File: config.mk
export PLATFORM = sky130hd
export DESIGN_NAME = ps2_entry_ctrl
export DESIGN_NICKNAME = d
export VERILOG_FILES = /design/src/rtl/ps2_entry_ctrl.sv
export SDC_FILE = /design/constraint.sdc
export NUM_CORES = 1
export LEC_CHECK = 0
export CELL_PAD_IN_SITES_DETAIL_PLACEMENT = 1
export CELL_PAD_IN_SITES_GLOBAL_PLACEMENT = 1
export CORE_MARGIN = 3
export CORE_UTILIZATION = 36
export CTS_CLUSTER_DIAMETER = 30
export CTS_CLUSTER_SIZE = 25
export DETAILED_ROUTE_END_ITERATION = 7
export GPL_TIMING_DRIVEN = 0
export MAX_ROUTING_LAYER = met4
export PLACE_DENSITY = 0.76
export REMOVE_ABC_BUFFERS = 1
export SETUP_SLACK_MARGIN = 0.1
export SKIP_LAST_GASP = 1
export SLEW_MARGIN = 20
export SYNTH_ARGS = -nofsm -noshare
export SYNTH_HDL_FRONTEND = slang
export SYNTH_SLANG_ARGS = --single-unit
File: constraint.sdc
create_clock -name clk -period 4.15 [get_ports clk]
set_input_delay 0.83 -clock clk [delete_from_list [all_inputs] [get_ports clk]]
set_output_delay 0.83 -clock clk [all_outputs]
set_load 0.03 [all_outputs]
File: src/rtl/ps2_entry_ctrl.sv
// PS/2 byte sequencer: strips F0/E0 prefixes, feeds make codes to the ASCII decoder and builds an entry line.
// Optional feature macro TYPEMATIC_FILTER_EN: suppress repeated make codes until a key release is seen.
module ps2_entry_ctrl #(
    parameter int MAX_LEN = 8,
    localparam int LW = $clog2(MAX_LEN + 1)
) (
    input  logic                 clk,
    input  logic                 reset,
    input  logic                 rx_done_tick,
    input  logic [7:0]           rx_data,
    output logic [31:0]          scan_code,
    input  logic [7:0]           ascii_code,
    input  logic                 clear,
    output logic                 char_valid,
    output logic [7:0]           char_out,
    output logic [8*MAX_LEN-1:0] entry_buf,
    output logic [LW-1:0]        entry_len,
    output logic                 entry_done,
    output logic                 overflow
);

    typedef enum logic [1:0] {IDLE, BREAK, EXT, DECODE} state_t;

    state_t     state;
    logic [7:0] slot [MAX_LEN];
    logic       take_action;

`ifdef TYPEMATIC_FILTER_EN
    logic [7:0] last_make;
    logic       suppress;

    assign take_action = (state == DECODE) && !clear && !entry_done && !suppress;
`else
    assign take_action = (state == DECODE) && !clear && !entry_done;
`endif

    always_comb begin
        entry_buf = '0;
        for (int i = 0; i < MAX_LEN; i++) begin
            entry_buf[i*8 +: 8] = slot[i];
        end
    end

    // A registered entry_done doubles as the commit trigger: the line stays visible for the pulse cycle, then clears.
    always_ff @(posedge clk or posedge reset) begin
        if (reset) begin
            state      <= IDLE;
            scan_code  <= '0;
            char_valid <= 1'b0;
            char_out   <= '0;
            entry_len  <= '0;
            entry_done <= 1'b0;
            overflow   <= 1'b0;
            for (int i = 0; i < MAX_LEN; i++) begin
                slot[i] <= '0;
            end
`ifdef TYPEMATIC_FILTER_EN
            last_make  <= '0;
            suppress   <= 1'b0;
`endif
        end else begin
            char_valid <= 1'b0;
            entry_done <= 1'b0;
            overflow   <= 1'b0;

            case (state)
                IDLE: begin
                    if (rx_done_tick) begin
                        if (rx_data == 8'hF0) begin
                            state <= BREAK;
                        end else if (rx_data == 8'hE0) begin
                            state <= EXT;
                        end else begin
                            scan_code <= {24'h0, rx_data};
                            state     <= DECODE;
`ifdef TYPEMATIC_FILTER_EN
                            suppress  <= (rx_data == last_make);
                            last_make <= rx_data;
`endif
                        end
                    end
                end
                BREAK: begin
                    if (rx_done_tick) begin
                        state <= IDLE;
`ifdef TYPEMATIC_FILTER_EN
                        last_make <= '0;
`endif
                    end
                end
                EXT: begin
                    if (rx_done_tick) begin
                        state <= (rx_data == 8'hF0) ? BREAK : IDLE;
                    end
                end
                DECODE: begin
                    state <= IDLE;
                    if (take_action) begin
                        case (ascii_code)
                            8'h0D: begin
                                if (entry_len != '0) entry_done <= 1'b1;
                            end
                            8'h08: begin
                                if (entry_len != '0) begin
                                    for (int i = 0; i < MAX_LEN; i++) begin
                                        if (LW'(i) == entry_len - LW'(1)) slot[i] <= '0;
                                    end
                                    entry_len <= entry_len - LW'(1);
                                end
                            end
                            8'h2A, 8'h09: begin
                            end
                            default: begin
                                if (entry_len < LW'(MAX_LEN)) begin
                                    for (int i = 0; i < MAX_LEN; i++) begin
                                        if (LW'(i) == entry_len) slot[i] <= ascii_code;
                                    end
                                    entry_len  <= entry_len + LW'(1);
                                    char_out   <= ascii_code;
                                    char_valid <= 1'b1;
                                end else begin
                                    overflow <= 1'b1;
                                end
                            end
                        endcase
                    end
                end
                default: state <= IDLE;
            endcase

            if (clear || entry_done) begin
                entry_len <= '0;
                for (int i = 0; i < MAX_LEN; i++) begin
                    slot[i] <= '0;
                end
            end
        end
    end

endmodule

* After elaboration in Yosys (flattened, before gate mapping) *
Index checks and enable logic that the tools add are counted.

cells by class
  order comparisons = 1
  eq/ne operators = 36
  $add $sub $neg = 2
  reductions and logical operators = 34
  bitwise operators = 3
  multiplexer cells = 47

operators by type and width
  kind                                                                    number
  64-bit 2-to-1 mux                                                       5
  8-bit 2-to-1 mux                                                        16
  64-bit case mux with 2 select lines                                     1
  7-bit AND reduction                                                     8
  3-bit by 4-bit equality test with 1-bit output (first input constant)   8
  3-bit != test (second input constant)                                   9
  3-bit nonzero test                                                      9
  8-bit by 4-bit equality test with 1-bit output (second input constant)  3
  4-bit 2-to-1 mux                                                        5
  2-bit by 4-bit equality test with 1-bit output (first input constant)   4
  8-bit equality test (second input constant)                             2
  1-bit 2-to-1 mux                                                        14
  1-bit by 4-bit equality test with 1-bit output (first input constant)   2
  8-bit by 6-bit equality test with 1-bit output (second input constant)  1
  4-bit logical NOT                                                       2
  2-bit 2-to-1 mux                                                        4
  2-bit case mux with 4 select lines                                      1
  4-bit case mux with 2 select lines                                      1
  4-bit AND reduction                                                     2
  2-bit != test (second input constant)                                   3
  5-bit AND reduction                                                     1
  4-bit by 1-bit adder with 4-bit output (second input constant)          1
  2-bit equality test (second input constant)                             2
  4-bit less-than comparator (second input constant)                      1
  13 further kinds                                                        18

storage, ports and cells
  word-level logic and storage cells = 138
  input bits = 20
  output and inout port bits = 111
  bits in registers = 89

* Logic depth before layout (Yosys ltp) *
Gate-level depths: netlist of the first run.

  depth in word-level cells = 8
  depth in mapped cells = 9
  depth with buffers taken out = 7

* Worst setup path before layout of the first run *
OpenSTA, ideal clock, no wires.

  kind = input port to flip-flop
  start = input rx_data[0]
  end = register scan_code[0]
  slack = 1.646 ns
  library setup time = 0.125 ns
  arrival time = 2.380 ns
  buffers on the path = 1
  cell stages on the path = 5
  data required time = 4.025 ns
  cells stage by stage = or4b_2 nor3_1 or3_1 buf_2 mux2_2

between the ends
  cells in the longest elaborated chain, start to end = 3
  elaborated cells between the ends (all ways) = 5
  those cells by class = 2 x eq/ne; 2 x bitwise; 1 x reduce/logical

RTL lines
  element                                        RTL line  text
  from (decl)                                    10        input logic [7:0] rx_data,
  8-bit equality test, on equally long branches  69, 71
  1-bit inverter (no source line)                --
  4-bit AND reduction (no source line)           --
  to (signal assigned)                           74        scan_code <= {24'h0, rx_data};
  to (decl)                                      11        output logic [31:0] scan_code,

Several ways; a longest one is shown, not always the timed one.
A chain may end at the register's enable or synchronous reset.

* Worst setup path in the final report of the first run *
  start = input ascii_code[1]
  end = register slot (netlist bit entry_buf[39])

between the ends
  cells in the longest elaborated chain, start to end = 6
  elaborated cells between the ends (all ways) = 15
  those cells by class = 7 x eq/ne; 4 x mux; 4 x reduce/logical

RTL lines
  element                                                                                                           RTL line  text
  from (decl)                                                                                                       12        input logic [7:0] ascii_code,
  8-bit by 6-bit equality test with 1-bit output or 8-bit by 4-bit equality test with 1-bit output (tied branches)  99        case (ascii_code)
  3-bit OR reduction (no source line)                                                                               --
  64-bit case mux with 2 select lines                                                                               99
  64-bit 2-to-1 mux                                                                                                 98        if (take_action) begin
  64-bit 2-to-1 mux                                                                                                 66        case (state)
  64-bit 2-to-1 mux                                                                                                 131       if (clear || entry_done) begin
  to (signal, indexed assignment)                                                                                   116       if (LW'(i) == entry_len) slot[i] <= ascii_code;
  to (decl)                                                                                                         25        logic [7:0] slot [MAX_LEN];

Several ways; a longest one is shown, not always the timed one. The select of a mux whose other input is x is not followed.

==> impl_metrics.py, run 1 <==
metrics = {
    "status": {
        "status": "completed",
    },
    "global_route": {
        "grt_pass1_vias": 3607,
        "grt_use_total_pct": 19.65,
        "antenna_found_initial": 0,
        "globalRouteOverflowTotal": 0,
        "grt_max_degree": 60,
        "grt_pass1_wl_um": 19980,
    },
    "sta": {
        "worstMarginPinSlew_ns": 0.7369,
        "layout_min_cycle_time_ns": 3.284,
        "hold-worst-slack_ns": 0.4992,
        "relSlewSlack_pct": 50.75,
        "setup_viol": 0,
        "clock_skew_ns": 0.007199,
        "finalCritPeriodShare_pct": 79.12,
        "clock.fmax_mhz": 304.5,
        "rsz0062_at_grt": "no",
        "hold_violations": 0,
        "drv_slew": 0,
    },
    "critical_path": {
        "setup.worst_path.end": "entry_buf[39]",
        "crit_required_ns": 4.40,
        "crit_chain": "clkdlybuf4s50_1, nor4_4, and2_4, a41oi_4, nor3_4, mux2i_1",
        "cp_max_fo": 12,
        "rrSetupSlack_ns": 1.44,
        "critPathCaptureType": "register",
        "path_depth": 6,
        "critPathBufInv": 1,
        "cp_slowest_stage_delay_ns": 0.65,
        "setup.worst_path.start": "ascii_code[1]",
        "worstSetupPathType": "in2reg",
        "crit_path_top_delay_cell": "nor3_4",
        "r2r_end": "entry_buf[58]",
        "crit_family": "simple AND/OR/NAND/NOR gates",
        "arrival_ns": 3.53,
        "r2r.worst_path.cells": 7,
        "cp-start-kind": "primary input",
        "rr_startpoint": "entry_len[0]",
    },
    "clock_tree": {
        "cts-hold-fix-buffers": 0,
        "ctsResizeCount": 0,
        "cts_setup_buffers": 0,
        "cts_sinks": 89,
        "cts_buffer_depth": 2,
        "cts_root_buffer": "clkbuf_16",
        "clk_latency_ns": 0.34,
        "tritoncts": "built",
        "cts-buffers-inserted": 9,
        "path_clk_slew_ns": 0.06,
        "cts.htree.levels": 3,
    },
    "layout": {
        "syn_to_final_growth_pct": 32.88,
        "postLayoutCellArea_um2": 5816,
        "drive_above_1_share_pct": 9.073,
        "num_antenna_cells": 0,
        "final_cells": 650,
        "fin_nets": 526,
        "fillers": 1278,
    },
    "detailed_routing": {
        "viasPerCell": 5.214,
        "drc_errors": 0,
        "vias": 3389,
        "drtIter0Drc": 130,
        "wl_per_cell_um": 19.04,
        "first_pass_iters": 4,
        "finalWirelength_um": 12380,
        "ant_nets": 0,
    },
    "floorplanning": {
        "die_w_um": 116.3,
        "io_pins": 131,
        "initial_core_util_pct": 37.53,
        "chipHeight_um": 116.3,
        "core_area_um2": 11660,
        "dieArea_um2": 13520,
        "std_cell_rows": 39,
    },
    "placement": {
        "place.port_buffers": 106,
        "placed_cell_area_um2": 5510,
        "gp_congestion": 0.7728,
        "hpwl_um": 8831,
        "dpl.cell_count": 634,
    },
    "synthesis": {
        "yosys_warnings": 0,
        "syn_inst": 400,
        "ys.flop_type": "dfrtp_1",
        "synth_top_area_cell": "dfrtp_1",
        "yosys_register_bits": 89,
        "async_flop_share_pct": 100.0,
        "syn_avg_cell_area_um2": 10.94,
        "ys_seq_area_share_pct": 50.89,
        "ys_types": 53,
        "synthTopCellsByArea": "dfrtp_1 (51%), mux2i_1 (14%), nand2_1 (7.5%), buf_4 (4.3%), mux2_2 (2.3%)",
        "syn_area_um2": 4377,
        "synth_edf_count": 0,
        "synth_top_area_share_pct": 50.89,
    },
    "hold_path": {
        "hold_class": "reg2reg",
    },
    "job": {
        "drv_cap": 0,
    },
    "pwr": {
        "pwr_density_cell_nw_per_um2": 469.3,
        "leakagePower_nw": 2.635,
        "irDropWorstVdd_v": 0.0002507,
    },
}
[registers in the layout, indices dropped and copies added, names as in the netlist]
signal / cells
char_valid: 1
state: 2
entry_len: 4
scan_code: 8
entry_buf: 64
overflow: 1
entry_done: 1
char_out: 8
[cell usage after synthesis, types with 3 or more instances]
library cell,number
dfrtp_1,89
nand2_1,88
mux2i_1,60
buf_4,25
a21oi_1,11
nor2_1,11
clkbuf_1,10
mux2_2,9
nand3_1,7
inv_1,6
o21ai_0,6
a32o_1,5
buf_2,5
nor3_1,5
a211oi_1,4
ha_1,4
a211o_1,3
and2_1,3
nand2b_1,3
nand3b_1,3
o21a_1,3
[cells in the final DEF (no fill, tap or decap), drive strengths merged, types with 9 or more instances in the layout]
master / instances
clkdlybuf4s50: 106
dfrtp: 89
nand2: 89
mux2i: 60
conb: 24
a21oi: 11
nor2: 11
clkbuf: 10
mux2: 9
o21ai: 9
[area by class of cell]
class | count | area, µm² | area share (%)
sequential | 89 | 2227 | 38.30
clock buffer | 10 | 229.0 | 3.937
tap | 143 | 178.9 | 3.077
inverter | 6 | 25.02 | 0.4303
multi-input combinational | 286 | 1946 | 33.46
timing repair buffer | 110 | 1134 | 19.49
clock inverter | 6 | 76.32 | 1.312
[per-layer routing]
metal / routed length (µm) / vias up / GRT usage [%]
li1: - / 1542 / -
met1: 5354 / 1746 / 25.16
met2: 6289 / 90 / 32.00
met3: 554 / 11 / 3.990
met4: 178 / 0 / 5.104
met5: 0 / - / -
[report_power, final]
part | leakage, nW | internal, mW | switching [mW]
Clock | 0.143 | 0.477 | 0.371
Combinational | 1.28 | 0.328 | 0.499
Sequential | 1.21 | 0.974 | 0.0802
[worst min path at each step]
| stage | endpoint | cells past startpoint | slack (ns) | from |
|---|---|---|---|---|
| finish | char_out[6] | 1 | 0.50 | char_out[6] |
| global route | char_out[5] | 1 | 0.52 | char_out[5] |
| CTS | char_out[6] | 1 | 0.51 | char_out[6] |
| detailed placement | char_out[5] | 1 | 0.49 | char_out[5] |
| global placement | state[1] | 1 | 0.48 | state[0] |
| floorplan | state[1] | 1 | 0.45 | state[0] |
[metrics by stage]
step	setup TNS, ns	power [mW]	util (%)	setup WS, ns
2_1_floorplan	-1.999	1.559	-	-0.07535
3_3_place_gp	-213.54	1.868	46.49	-2.877
3_5_place_dp	0	1.903	47.25	0.5322
4_1_cts	0	2.750	49.87	0.8906
5_1_grt	0	2.849	49.87	0.6864
6_report	0	2.729	49.87	0.8664
[logic make-up after synthesis]
family          count (synthesis)  share of synthesized area [%]
mux                            69                          16.04
compound gates                 49                          9.206
buf+inv                        48                          6.947
fa+ha+maj                       4                          1.144
simple gates                  138                          15.30
flops                          89                          50.89
xor+xnor                        2                         0.4003
other cells                     1                        0.08568
No activity file was read; power rests on OpenSTA's default activity.
==> run 2, diff against run 1 <==
==> constraint.sdc (replaced) <==
create_clock -name clk -period 3.2 [get_ports clk]
set_input_delay 0.64 -clock clk [delete_from_list [all_inputs] [get_ports clk]]
set_output_delay 0.64 -clock clk [all_outputs]
set_load 0.03 [all_outputs]
==> run 2 against run 1 <==
  * Worst setup slack worse by 0.56 ns
  * Clock skew grew 0.00052 ns
  * Largest power group unchanged
  * Die area unchanged
  * Via count is 0.53% higher
  * Final area grew 1.0%
  * Combinational power rose by 29%
  * Clock power rose by 30%
  * Critical path type unchanged
  * Final cell count grew 0.46%
  * Global-route usage stayed put
  * First-iteration DRC count increased by 15%
  * Hold slack is essentially flat
  * Highest routed layer unchanged
==> impl_metrics.py, run 2 (synthesis gave the netlist of run 1 again) <==
metrics = {
    "floorplanning": {
        "die_w_um": 116.3,
        "dieArea_um2": 13520,
        "chipHeight_um": 116.3,
        "core_area_um2": 11660,
        "std_cell_rows": 39,
        "io_pins": 131,
        "initial_core_util_pct": 37.53,
    },
    "global_route": {
        "antenna_found_initial": 0,
        "grt_pass1_wl_um": 19980,
        "globalRouteOverflowTotal": 0,
        "grt_pass1_vias": 3607,
        "grt_use_total_pct": 19.65,
        "grt_max_degree": 60,
    },
    "placement": {
        "dpl.cell_count": 634,
        "dp_slack_ns": -0.2278,
        "gp_congestion": 0.7728,
        "place.port_buffers": 106,
        "hpwl_um": 8831,
    },
    "layout": {
        "final_cells": 653,
        "drive_above_1_share_pct": 9.608,
        "fillers": 1270,
        "mostFrequentLayoutCell": "clkdlybuf4s50_1",
        "syn_to_final_growth_pct": 34.25,
        "fin_nets": 529,
        "num_antenna_cells": 0,
        "mostFrequentLayoutCells": "clkdlybuf4s50_1 (106), dfrtp_1 (89), nand2_1 (88)",
        "largest_reg_flops": 64,
        "postLayoutCoreUtil_pct": 50.38,
    },
    "sta": {
        "hold_violations": 0,
        "worstMarginPinSlew_ns": 0.7187,
        "hold-worst-slack_ns": 0.4995,
        "drv_slew": 0,
        "layout_min_cycle_time_ns": 2.894,
        "rsz0062_at_grt": "no",
        "clock.fmax_mhz": 345.5,
        "finalCritPeriodShare_pct": 90.45,
        "clock_skew_ns": 0.007722,
        "fin_ws_ns": 0.3057,
        "relSlewSlack_pct": 51.97,
        "setup_viol": 0,
    },
    "clock_tree": {
        "tritoncts": "built",
        "cts_sinks": 89,
        "cts-buffers-inserted": 9,
        "cts-hold-fix-buffers": 0,
        "cts_buffer_depth": 2,
        "ctsResizeCount": 0,
        "cts_root_buffer": "clkbuf_16",
        "cts_setup_buffers": 0,
        "cts.htree.levels": 3,
        "clk_latency_ns": 0.34,
        "path_clk_slew_ns": 0.06,
    },
    "critical_path": {
        "setup.worst_path.start": "ascii_code[1]",
        "critPathCaptureType": "register",
        "cp-start-kind": "primary input",
        "worstSetupPathType": "in2reg",
        "arrival_ns": 3.12,
        "r2r.worst_path.cells": 7,
        "cp_max_fo": 12,
        "crit_required_ns": 3.42,
        "rr_startpoint": "entry_len[0]",
    },
    "hold_path": {
        "hold_start": "char_out[6]",
        "hold_depth": 1,
        "hold_class": "reg2reg",
    },
    "detailed_routing": {
        "viasPerCell": 5.217,
        "first_pass_iters": 4,
        "drtIter0Drc": 149,
        "drc_errors": 0,
        "ant_nets": 0,
        "vias": 3407,
        "wl_per_cell_um": 19.21,
        "finalWirelength_um": 12550,
    },
    "pwr": {
        "p_total_mw": 3.536,
        "leakagePower_nw": 2.666,
        "pwr_density_cell_nw_per_um2": 601.8,
        "irDropWorstVdd_v": 0.0003249,
    },
    "status": {
        "status": "completed",
    },
    "job": {
        "drv_cap": 0,
    },
}
-- run 2: cell count changes in the layout (fill, tap and decap cells not counted) --
cell,change
buf_12,+3
-- run 2: stage by stage --
step                      TNS (ns)  area, µm²
after floorplan             -51.16       4182
after global placement     -338.10       5421
after detailed placement    -3.898       5510
after CTS                        0       5816
after global routing             0       5876
final                            0       5876
-- run 2: worst max-delay path, stage by stage --
cell and delay, ns:
clkdlybuf4s50_1 0.54, nor4_4 0.62, and2_4 0.37, a211oi_1 0.14
a211o_1 0.47, a31o_2 0.34
-- run 2: power by group --
part           internal, mW  switching [mW]  leakage [nW]
combinational         0.425           0.646          1.31
sequential             1.26           0.104          1.21
clock                 0.619           0.479         0.143
total                  2.31            1.23          2.67
-- run 2: final cells by class --
class / instances / area, µm² / area share [%]
timing repair buffer: 113 / 1194 / 20.32
tap: 143 / 178.9 / 3.045
clock buffer: 10 / 229.0 / 3.897
clock inverter: 6 / 76.32 / 1.299
multi-input combinational: 286 / 1946 / 33.11
sequential: 89 / 2227 / 37.90
inverter: 6 / 25.02 / 0.4259
-- run 2: metal layers --
layer / vias to the layer above / GRT usage, % / share of wire (%)
met3: 10 / 3.990 / 4.5
met5: - / - / 0
li1: 1552 / - / -
met4: 0 / 5.104 / 1.2
met2: 96 / 32.00 / 52
met1: 1749 / 25.16 / 42
-- run 2: path summary, 6_finish.rpt --
| kind | slack, ns | end |
|---|---|---|
| setup / recovery | 0.31 | entry_buf[19] |
| hold / removal | 0.50 | char_out[6] |
| hold reg to reg | 0.50 | char_out[6] |
| setup reg to reg | 0.49 | entry_buf[58] |
| max in group asynchronous | 1.90 | char_out[6] |
| min in group asynchronous | 0.67 | entry_buf[32] |
==> run 3, diff against run 2 <==
--- a/config.mk
+++ b/config.mk
@@ -13,7 +13,6 @@
 export CTS_CLUSTER_SIZE = 25
 export DETAILED_ROUTE_END_ITERATION = 7
 export GPL_TIMING_DRIVEN = 0
-export MAX_ROUTING_LAYER = met4
 export PLACE_DENSITY = 0.76
 export REMOVE_ABC_BUFFERS = 1
 export SETUP_SLACK_MARGIN = 0.1
==> run 3 against run 2 <==
  * Clock skew is essentially flat
  * Global-route usage shrank 0.61 points
  * Maximum frequency grew 0.64%
  * Final area is the same
  * Non-clock buffer count is the same
  * First-iteration DRC count grew 14%
  * Register-to-register slack is essentially flat
  * Final cell count is the same
  * Critical path depth is the same
  * Wire length grew 0.41%
  * Clock power is essentially flat
  * Via count grew 0.62%
  * Critical path type unchanged
==> impl_metrics.py, run 3 (synthesis gave the netlist of run 1 again) <==
metrics = {
    "clock_tree": {
        "cts-buffers-inserted": 9,
        "cts-hold-fix-buffers": 0,
        "cts_root_buffer": "clkbuf_16",
        "cts.htree.levels": 3,
        "tritoncts": "built",
        "cts_sinks": 89,
        "cts_buffer_depth": 2,
        "path_clk_slew_ns": 0.07,
        "clk_latency_ns": 0.34,
    },
    "layout": {
        "num_antenna_cells": 0,
        "fillers": 1270,
        "drive_above_1_share_pct": 9.608,
        "postLayoutCellArea_um2": 5876,
        "largest_reg_flops": 64,
        "mostFrequentLayoutCell": "clkdlybuf4s50_1",
        "fin_nets": 529,
        "syn_to_final_growth_pct": 34.25,
        "mostFrequentLayoutCells": "clkdlybuf4s50_1 (106), dfrtp_1 (89), nand2_1 (88)",
    },
    "sta": {
        "clock.fmax_mhz": 347.7,
        "layout_min_cycle_time_ns": 2.876,
        "finalCritPeriodShare_pct": 89.87,
        "worstMarginPinSlew_ns": 0.7234,
        "hold-worst-slack_ns": 0.5000,
        "drv_slew": 0,
        "setup_viol": 0,
        "rsz0062_at_grt": "no",
        "hold_violations": 0,
        "clock_skew_ns": 0.007252,
        "relSlewSlack_pct": 51.66,
    },
    "global_route": {
        "antenna_found_initial": 0,
        "globalRouteOverflowTotal": 0,
        "grt_pass1_vias": 3616,
        "grt_pass1_wl_um": 19960,
        "grt_max_degree": 60,
        "grt_use_total_pct": 19.04,
    },
    "pwr": {
        "irDropWorstVdd_v": 0.0003257,
        "pwr_density_cell_nw_per_um2": 602.0,
        "leakagePower_nw": 2.666,
    },
    "critical_path": {
        "critPathCaptureType": "register",
        "worstSetupPathType": "in2reg",
        "cp_max_fo": 12,
        "crit_path_top_delay_cell": "nor4_4",
        "crit_chain": "clkdlybuf4s50_1, nor4_4, and2_4, a211oi_1, a211o_1, a31o_2",
        "crit_required_ns": 3.43,
        "arrival_ns": 3.10,
        "cp_slowest_stage_delay_ns": 0.61,
        "cp-start-kind": "primary input",
    },
    "detailed_routing": {
        "ant_nets": 0,
        "viasPerCell": 5.250,
        "wl_per_cell_um": 19.29,
        "drtIter0Drc": 170,
        "drc_errors": 0,
        "vias": 3428,
        "finalWirelength_um": 12600,
        "first_pass_iters": 5,
    },
    "floorplanning": {
        "initial_core_util_pct": 37.53,
        "std_cell_rows": 39,
        "io_pins": 131,
        "chipHeight_um": 116.3,
        "dieArea_um2": 13520,
        "die_w_um": 116.3,
        "core_area_um2": 11660,
    },
    "placement": {
        "place.port_buffers": 106,
        "gp_congestion": 0.7627,
        "hpwl_um": 8831,
        "placed_cell_area_um2": 5510,
    },
    "hold_path": {
        "hold_class": "reg2reg",
    },
    "status": {
        "status": "completed",
    },
    "job": {
        "drv_cap": 0,
    },
}
## run 3: cell counts in the layout (fill, tap and decap cells not counted)
Identical to the previous run, type by type.
## run 3: layout make-up
class / count / area [µm²] / area share, %
repair buffers: 113 / 1194 / 20.32
clock buffers: 10 / 229.0 / 3.897
well taps: 143 / 178.9 / 3.045
flip-flops and latches: 89 / 2227 / 37.90
clock inverters: 6 / 76.32 / 1.299
multi-input cells: 286 / 1946 / 33.11
inverters: 6 / 25.02 / 0.4259
## run 3: worst max-delay path: cells and delay by family
| kind | cells | cell delay [ns] |
|---|---|---|
| compound gates | 3 | 0.93 |
| buf+inv | 1 | 0.55 |
| simple gates | 2 | 0.98 |
## run 3: stage by stage
stage | TNS, ns | power [mW] | util [%] | instances | worst slack (ns)
6_report | 0 | 3.537 | 50.38 | 653 | 0.3241
5_1_grt | 0 | 3.696 | 50.38 | 653 | 0.1172
4_1_cts | 0 | 3.567 | 49.87 | 650 | 0.1306
3_5_place_dp | -3.898 | 2.468 | 47.25 | 634 | -0.2278
3_3_place_gp | -338.10 | 2.422 | 46.49 | 630 | -3.637
2_1_floorplan | -51.16 | 2.021 | - | 381 | -0.8354
## run 3: where the power goes
| group | switching, mW | internal, mW | leakage [nW] |
|---|---|---|---|
| Clock | 0.479 | 0.619 | 0.143 |
| Sequential | 0.103 | 1.26 | 1.21 |
| Combinational | 0.649 | 0.425 | 1.31 |
| Total | 1.23 | 2.31 | 2.67 |
## run 3: timing repair
item / in CTS / in global routing
setup buffers: 0 / 3
resized for setup: 0 / 0
setup endpoints to repair: 0 / 30
## run 3: path summary, 6_finish.rpt
check	startpoint	to	slack (ns)	depth (start not counted)
min reg2reg	char_out[6]	char_out[6]	0.50	1
min in group asynchronous	reset	scan_code[7]	0.67	2
max reg2reg	entry_len[0]	entry_buf[58]	0.49	7
min	char_out[6]	char_out[6]	0.50	1
max	ascii_code[1]	entry_buf[19]	0.32	6
max in group asynchronous	reset	char_out[6]	1.90	3
## run 3: metal layers
layer  part of all wire (%)  global-route usage [%]  vias up
li1                       -                       -     1551
met1                     42                   24.89     1760
met2                     51                   31.85      102
met3                    5.8                   4.456       15
met4                    1.6                   5.104        0
met5                      0                       0        -
